### src/rtl/ac97_link_if.sv
// Slot-side bus of the AC-link engine: outbound slot data from producers and the
// published inbound frame, codec readiness and frame count for consumers.
interface ac97_link_if #(
    parameter int unsigned NUM_SLOTS = 12
);
    logic [20*NUM_SLOTS-1:0] out_slots;
    logic [NUM_SLOTS-1:0]    out_valid;
    logic [20*NUM_SLOTS-1:0] in_slots;
    logic [NUM_SLOTS-1:0]    in_valid;
    logic                    in_codec_ready;
    logic                    link_up;
    logic [15:0]             frame_cnt;

    modport master (
        output out_slots, out_valid,
        input  in_slots, in_valid, in_codec_ready, link_up, frame_cnt
    );

    modport slave (
        input  out_slots, out_valid,
        output in_slots, in_valid, in_codec_ready, link_up, frame_cnt
    );
endinterface

### src/rtl/ac97_link_engine.sv
// AC-link frame engine: serialises 256-bit outbound frames from a per-frame shadow,
// assembles inbound frames, drives SYNC/strobe and qualifies codec readiness.
module ac97_link_engine #(
    parameter int unsigned NUM_SLOTS     = 12,
    parameter int unsigned READY_FRAMES  = 4,
    parameter int unsigned GATE_ON_READY = 1
) (
    input  logic       ac97_bitclk,
    input  logic       ac97_rst,
    input  logic       ac97_sdata_in,
    output logic       ac97_sdata_out,
    output logic       ac97_sync,
    output logic       ac97_reset_b,
    output logic       ac97_strobe,
    ac97_link_if.slave bus
);
    localparam int unsigned DataW   = 20 * NUM_SLOTS;
    localparam logic [7:0]  RdyMax  = 8'(READY_FRAMES);

    logic [7:0]           bit_cnt_q, bit_cnt_d;
    logic [DataW-1:0]     shadow_slots_q, shadow_slots_d;
    logic [NUM_SLOTS-1:0] shadow_valid_q, shadow_valid_d;
    logic [255:0]         tx_frame;
    logic [255:0]         rx_asm_q;
    logic [DataW-1:0]     rx_slots, in_slots_q;
    logic [NUM_SLOTS-1:0] rx_valid, in_valid_q;
    logic                 in_ready_q;
    logic                 sdata_out_q, sync_q, strobe_q;
    logic                 primed_q, publish, gate_ok;
    logic [7:0]           rdy_cnt_q, rdy_cnt_d;
    logic                 link_up_q;
    logic [15:0]          frame_cnt_q;
    logic                 unused_rx_bits;

    always_comb begin
        bit_cnt_d      = bit_cnt_q + 8'd1;
        // The first 255->0 step after reset closes no received frame.
        publish        = primed_q && (bit_cnt_q == 8'd255);
        shadow_slots_d = (bit_cnt_q == 8'd0) ? bus.out_slots : shadow_slots_q;
        shadow_valid_d = (bit_cnt_q == 8'd0) ? bus.out_valid : shadow_valid_q;
        gate_ok        = (GATE_ON_READY == 0) || link_up_q;
        rdy_cnt_d      = rdy_cnt_q;
        if (publish) begin
            if (!rx_asm_q[0]) begin
                rdy_cnt_d = 8'd0;
            end else if (rdy_cnt_q != RdyMax) begin
                rdy_cnt_d = rdy_cnt_q + 8'd1;
            end
        end
    end

    // tx_frame and rx_asm_q are indexed by frame bit position (0 = tag bit 15).
    assign tx_frame[0]     = 1'b1;
    assign tx_frame[15:13] = 3'b000;

    for (genvar k = 0; k < 12; k++) begin : g_slot
        if (k < NUM_SLOTS) begin : g_on
            logic send;
            assign send             = shadow_valid_d[k] & gate_ok;
            assign tx_frame[1+k]    = send;
            assign rx_valid[k]      = rx_asm_q[1+k];
            for (genvar b = 0; b < 20; b++) begin : g_bit
                assign tx_frame[16+20*k+b]   = send & shadow_slots_d[20*k+19-b];
                assign rx_slots[20*k+19-b]   = rx_asm_q[16+20*k+b];
            end
        end else begin : g_off
            assign tx_frame[1+k]         = 1'b0;
            assign tx_frame[16+20*k +: 20] = 20'd0;
        end
    end

    assign unused_rx_bits = ^rx_asm_q;

    always_ff @(posedge ac97_bitclk) begin
        if (ac97_rst) begin
            bit_cnt_q      <= 8'hFF;
            primed_q       <= 1'b0;
            shadow_slots_q <= '0;
            shadow_valid_q <= '0;
            sdata_out_q    <= 1'b0;
            sync_q         <= 1'b0;
            strobe_q       <= 1'b0;
            in_slots_q     <= '0;
            in_valid_q     <= '0;
            in_ready_q     <= 1'b0;
            rdy_cnt_q      <= 8'd0;
            link_up_q      <= 1'b0;
            frame_cnt_q    <= 16'd0;
        end else begin
            bit_cnt_q      <= bit_cnt_d;
            primed_q       <= 1'b1;
            shadow_slots_q <= shadow_slots_d;
            shadow_valid_q <= shadow_valid_d;
            sdata_out_q    <= tx_frame[bit_cnt_d];
            sync_q         <= (bit_cnt_d == 8'd255) || (bit_cnt_d < 8'd15);
            strobe_q       <= (bit_cnt_d == 8'd0);
            rdy_cnt_q      <= rdy_cnt_d;
            if (publish) begin
                in_slots_q  <= rx_slots;
                in_valid_q  <= rx_valid;
                in_ready_q  <= rx_asm_q[0];
                link_up_q   <= (rdy_cnt_d == RdyMax);
                frame_cnt_q <= frame_cnt_q + 16'd1;
            end
        end
    end

    // Codec launches sdata_in on posedge; capture mid-bit.
    always_ff @(negedge ac97_bitclk) begin
        if (ac97_rst) begin
            rx_asm_q <= '0;
        end else begin
            rx_asm_q[bit_cnt_q] <= ac97_sdata_in;
        end
    end

    assign ac97_sdata_out     = sdata_out_q;
    assign ac97_sync          = sync_q;
    assign ac97_strobe        = strobe_q;
    assign ac97_reset_b       = ~ac97_rst;
    assign bus.in_slots       = in_slots_q;
    assign bus.in_valid       = in_valid_q;
    assign bus.in_codec_ready = in_ready_q;
    assign bus.link_up        = link_up_q;
    assign bus.frame_cnt      = frame_cnt_q;
endmodule

### src/flat_wrapper.sv
// flat-port wrapper written by rule: the top's interface ports become plain ports
module ac97_link_engine_flat 
#(
    parameter int unsigned NUM_SLOTS     = 12,
    parameter int unsigned READY_FRAMES  = 4,
    parameter int unsigned GATE_ON_READY = 1
)
  (ac97_bitclk, ac97_rst, ac97_sdata_in, ac97_sdata_out, ac97_sync, ac97_reset_b, ac97_strobe, bus_out_slots, bus_out_valid, bus_in_slots, bus_in_valid, bus_in_codec_ready, bus_link_up, bus_frame_cnt);
  ac97_link_if #(.NUM_SLOTS(NUM_SLOTS)) bus_i ();
  input  logic ac97_bitclk;
  input  logic ac97_rst;
  input  logic ac97_sdata_in;
  output logic ac97_sdata_out;
  output logic ac97_sync;
  output logic ac97_reset_b;
  output logic ac97_strobe;
  input wire logic [$bits(bus_i.out_slots)-1:0] bus_out_slots;
  input wire logic [$bits(bus_i.out_valid)-1:0] bus_out_valid;
  output wire logic [$bits(bus_i.in_slots)-1:0] bus_in_slots;
  output wire logic [$bits(bus_i.in_valid)-1:0] bus_in_valid;
  output wire logic [$bits(bus_i.in_codec_ready)-1:0] bus_in_codec_ready;
  output wire logic [$bits(bus_i.link_up)-1:0] bus_link_up;
  output wire logic [$bits(bus_i.frame_cnt)-1:0] bus_frame_cnt;
  assign bus_i.out_slots = bus_out_slots;
  assign bus_i.out_valid = bus_out_valid;
  assign bus_in_slots = bus_i.in_slots;
  assign bus_in_valid = bus_i.in_valid;
  assign bus_in_codec_ready = bus_i.in_codec_ready;
  assign bus_link_up = bus_i.link_up;
  assign bus_frame_cnt = bus_i.frame_cnt;
  ac97_link_engine #(.NUM_SLOTS(NUM_SLOTS), .READY_FRAMES(READY_FRAMES), .GATE_ON_READY(GATE_ON_READY)) u_core (.ac97_bitclk(ac97_bitclk), .ac97_rst(ac97_rst), .ac97_sdata_in(ac97_sdata_in), .ac97_sdata_out(ac97_sdata_out), .ac97_sync(ac97_sync), .ac97_reset_b(ac97_reset_b), .ac97_strobe(ac97_strobe), .bus(bus_i));
endmodule
### config.mk
export PLATFORM = sky130hd
export DESIGN_NAME = ac97_link_engine_flat
export DESIGN_NICKNAME = d
export VERILOG_FILES = /design/src/rtl/ac97_link_if.sv /design/src/rtl/ac97_link_engine.sv /design/src/flat_wrapper.sv
export SDC_FILE = /design/constraint.sdc
export NUM_CORES = 2
export LEC_CHECK = 0
export ABC_AREA = 1
export ABC_CLOCK_PERIOD_IN_PS = 3190
export CAP_MARGIN = 20
export CORE_MARGIN = 2
export CORE_UTILIZATION = 48
export CTS_CLUSTER_DIAMETER = 60
export DETAILED_ROUTE_END_ITERATION = 10
export PLACE_DENSITY = 0.81
export SYNTH_ARGS = -nofsm -noshare
export SYNTH_HDL_FRONTEND = slang
export SYNTH_SLANG_ARGS = --single-unit
### constraint.sdc
create_clock -name ac97_bitclk -period 3.19 [get_ports ac97_bitclk]
set_clock_uncertainty 0.1 [all_clocks]
set_input_delay 0.957 -clock ac97_bitclk [delete_from_list [all_inputs] [get_ports ac97_bitclk]]
set_output_delay 0.957 -clock ac97_bitclk [all_outputs]
set_load 0.01 [all_outputs]
==> metrics.txt <==
IO buf count=around 530; most frequent cells in the layout=nand2_1 (1381), dfxtp_1 (788), a21oi_1 (652), clkdlybuf4s50_1 (526), inv_1 (468); setup ws final=-0.03310 ns; clock-pin slew on the worst setup and hold paths=roughly 0.060 ns; largest net degree at the start of global routing=roughly 170; latest clock arrival within the worst-skew pair=around 0.70 ns; DRT Wirelength=between 100000 and 150000 um; ys flop type=dfxtp_1; Clock H-tree levels=3; FF+latch count, synth=between 700 and 800; layer with the highest usage=met2; TritonRoute pass-1 iters=7; CTS tree=done; status=finished with violations; via/cell ratio=5.665; met1 Track Usage GR=around two fifths; peak supply drop=about 0.41 mV; core area=roughly 67000 um^2; slowest stage delay, CP=around 0.4 ns; mapped cell area=between 30000 and 40000 um^2; dominant cells by area after synthesis=dfxtp_1 (49%), nand2_1 (16%), a21oi_1 (10%); Die X=between 200 and 300 um; hold buffer count at CTS=0; post-route setup TNS=-0.08246 ns; nets=between 5000 and 6000; Residual DRC=0; ANT nets after route=0; CP bufs+invs=2; CP required=2.09 ns; wire per inst=between 15 and 20 um; area grow syn2layout=37.39%; CTS max path bufs=3; global-route usage over all layers=roughly a third; Fin. Hold Viols=0; starting density of the core=about half; Seq/Total Area, Yosys=approximately 50%; failing checks=setup timing; Pins Over Slew Limit=0; WS Path Type=register to register; GRT overflow=0; RSZ-0062 raised after global routing=yes; Slew Limit Headroom=between 30 and 40%; initial DRC count=around 4500; leakage=0.01785 uW; first-pass GRT wire length=between 150000 and 200000 um; layout cell share with drive strength beyond 1=between 10% and 20%; CTS Root Cell=clkbuf_16; Top delay family on crit path=buffers and inverters; top-area cell type share of the netlist area=49.04%; Placement Setup Slack=-0.3229 ns; Async S/R FF share, synth=0%; io pins=529; cell row count=between 90 and 100; Clock Sink Count=~800; post-synthesis cell type count=41; gpl congestion=0.9257; Worst path slowest cell=dfxtp_4; synthesized instance count=between 4000 and 5000; DIE HEIGHT=~260 um; yosys warns=0; grt met2 use=between 50% and 60%; Die Area=~70000 um^2; EDFF count, synth=0; vias=around 36000; M3 GR Usage=7.392%; Tightest Pin Transition=~0.9 ns; Final Util=approximately 67%; worst hold path class=register to register; commonest non-fill, non-tap cell in the layout=nand2_1; Worst EP arrival=roughly 2.1 ns; syn nets=4819; vias in the first global route=33542; PD cells=roughly 570 nW/um^2; Startpoint Class=register; HPWL Detailed=~80000 um; syn avg cell area=about 7 um^2; CP Max Fanout=16; number of buffers created by CTS=84; crit-path cells=ha_4 -> inv_1 -> nor2_4 -> buf_4 -> nand3_1 -> a21oi_1; max cap viols=0; cell taking the most area after synthesis=dfxtp_1; CP endpoint kind=register; initial antenna violation count=9; # setup viols final=5
-- worst min-delay path, stage by stage (launching register included) --
cell and delay, ns:
dfxtp_1 0.31, nand2_1 0.06, a21oi_1 0.05
-- cell type report --
type / count / area (um^2)
antenna: 7 / 17.52
tap: 873 / 1092
clock inverter: 310 / 1705
inverter: 249 / 996.0
timing repair buffer: 768 / 7895
multi-input combinational: 3179 / 14650
sequential: 795 / 15930
fill: 5324 / 22450
clock buffer: 101 / 2303
-- what timing repair did --
item	in CTS	in global routing
gates cloned	0	4
setup endpoints to repair	232	223
endpoints found under the hold margin	0	0
setup buffers	4	2
gates resized for setup	56	218
pin swaps	0	6
-- power breakdown --
group	switching (uW)	internal (uW)	total, uW
registers	43.9	10000	10000
logic	2060	990	3050
clock network	5470	6680	12100
total	7570	17700	25200
-- path summary, 6_finish.rpt --
path                                              from  slack [ns]  depth (start not counted)                                    to
hold reg to reg   u_core.bus.in_slots[32]$_SDFFE_PP0P_        0.36                          2  u_core.bus.in_slots[32]$_SDFFE_PP0P_
setup reg to reg        u_core.bit_cnt_q[0]$_SDFF_PP1_       -0.03                          6      u_core.rx_asm_q[27]$_SDFFE_NP0P_
hold / removal    u_core.bus.in_slots[32]$_SDFFE_PP0P_        0.36                          2  u_core.bus.in_slots[32]$_SDFFE_PP0P_
setup / recovery        u_core.bit_cnt_q[0]$_SDFF_PP1_       -0.03                          6      u_core.rx_asm_q[27]$_SDFFE_NP0P_
-- registers in the layout, indices dropped and copies added (netlist names) --
name	flops
u_core.bus.in_valid	12
u_core.rx_asm_q	253
u_core.ac97_sync	1
u_core.shadow_valid_q	12
u_core.bus.in_slots	240
u_core.bus.link_up	1
u_core.bus.frame_cnt	16
u_core.ac97_strobe	1
u_core.shadow_slots_q	240
u_core.primed_q	1
u_core.rdy_cnt_q	8
u_core.bus.in_codec_ready	1
u_core.bit_cnt_q	8
u_core.ac97_sdata_out	1
-- synth_stat cells, drive strengths merged (3+ instances only) --
library cell / instances
a21oi: 662
a22oi: 3
buf: 88
clkbuf: 243
dfxtp: 795
ha: 9
inv: 250
nand2: 1397
nand3: 412
nand3b: 5
nand4: 12
nor2: 256
nor3: 10
o21a: 4
o21ai: 364
or2: 26
xor2: 6
-- metrics by stage --
step | area [um^2] | hold WS [ns] | power (uW) | instances
6_report | 44590 | 0.3628 | 25240 | 6282
5_1_grt | 44590 | 0.3832 | 26010 | 6282
4_1_cts | 44060 | 0.3648 | 24980 | 6269
3_5_place_dp | 39890 | 0.3547 | 13520 | 5855
3_3_place_gp | 39890 | 0.3523 | 13520 | 5855
2_1_floorplan | 33220 | 0.3414 | 12210 | 4555
-- cells by family (layout without fill, tap and decap cells) --
logic type | Yosys count | after routing | share of synthesized area [%]
buf+inv | 581 | 1428 | 7.329
flops | 795 | 795 | 49.04
compound gates | 1040 | 1040 | 16.18
other cells | 0 | 7 | 0
xor+xnor | 8 | 8 | 0.2159
simple gates | 2122 | 2122 | 26.88
fa+ha+maj | 9 | 9 | 0.3470
-- routing by layer --
| layer | vias to the layer above | part of all wire, % |
|---|---|---|
| met4 | 2 | 7.3 |
| li1 | 16401 | - |
| met3 | 589 | 11 |
| met1 | 16194 | 36 |
| met5 | - | 0.011 |
| met2 | 2402 | 45 |
Power figures use the tool's default switching activity.
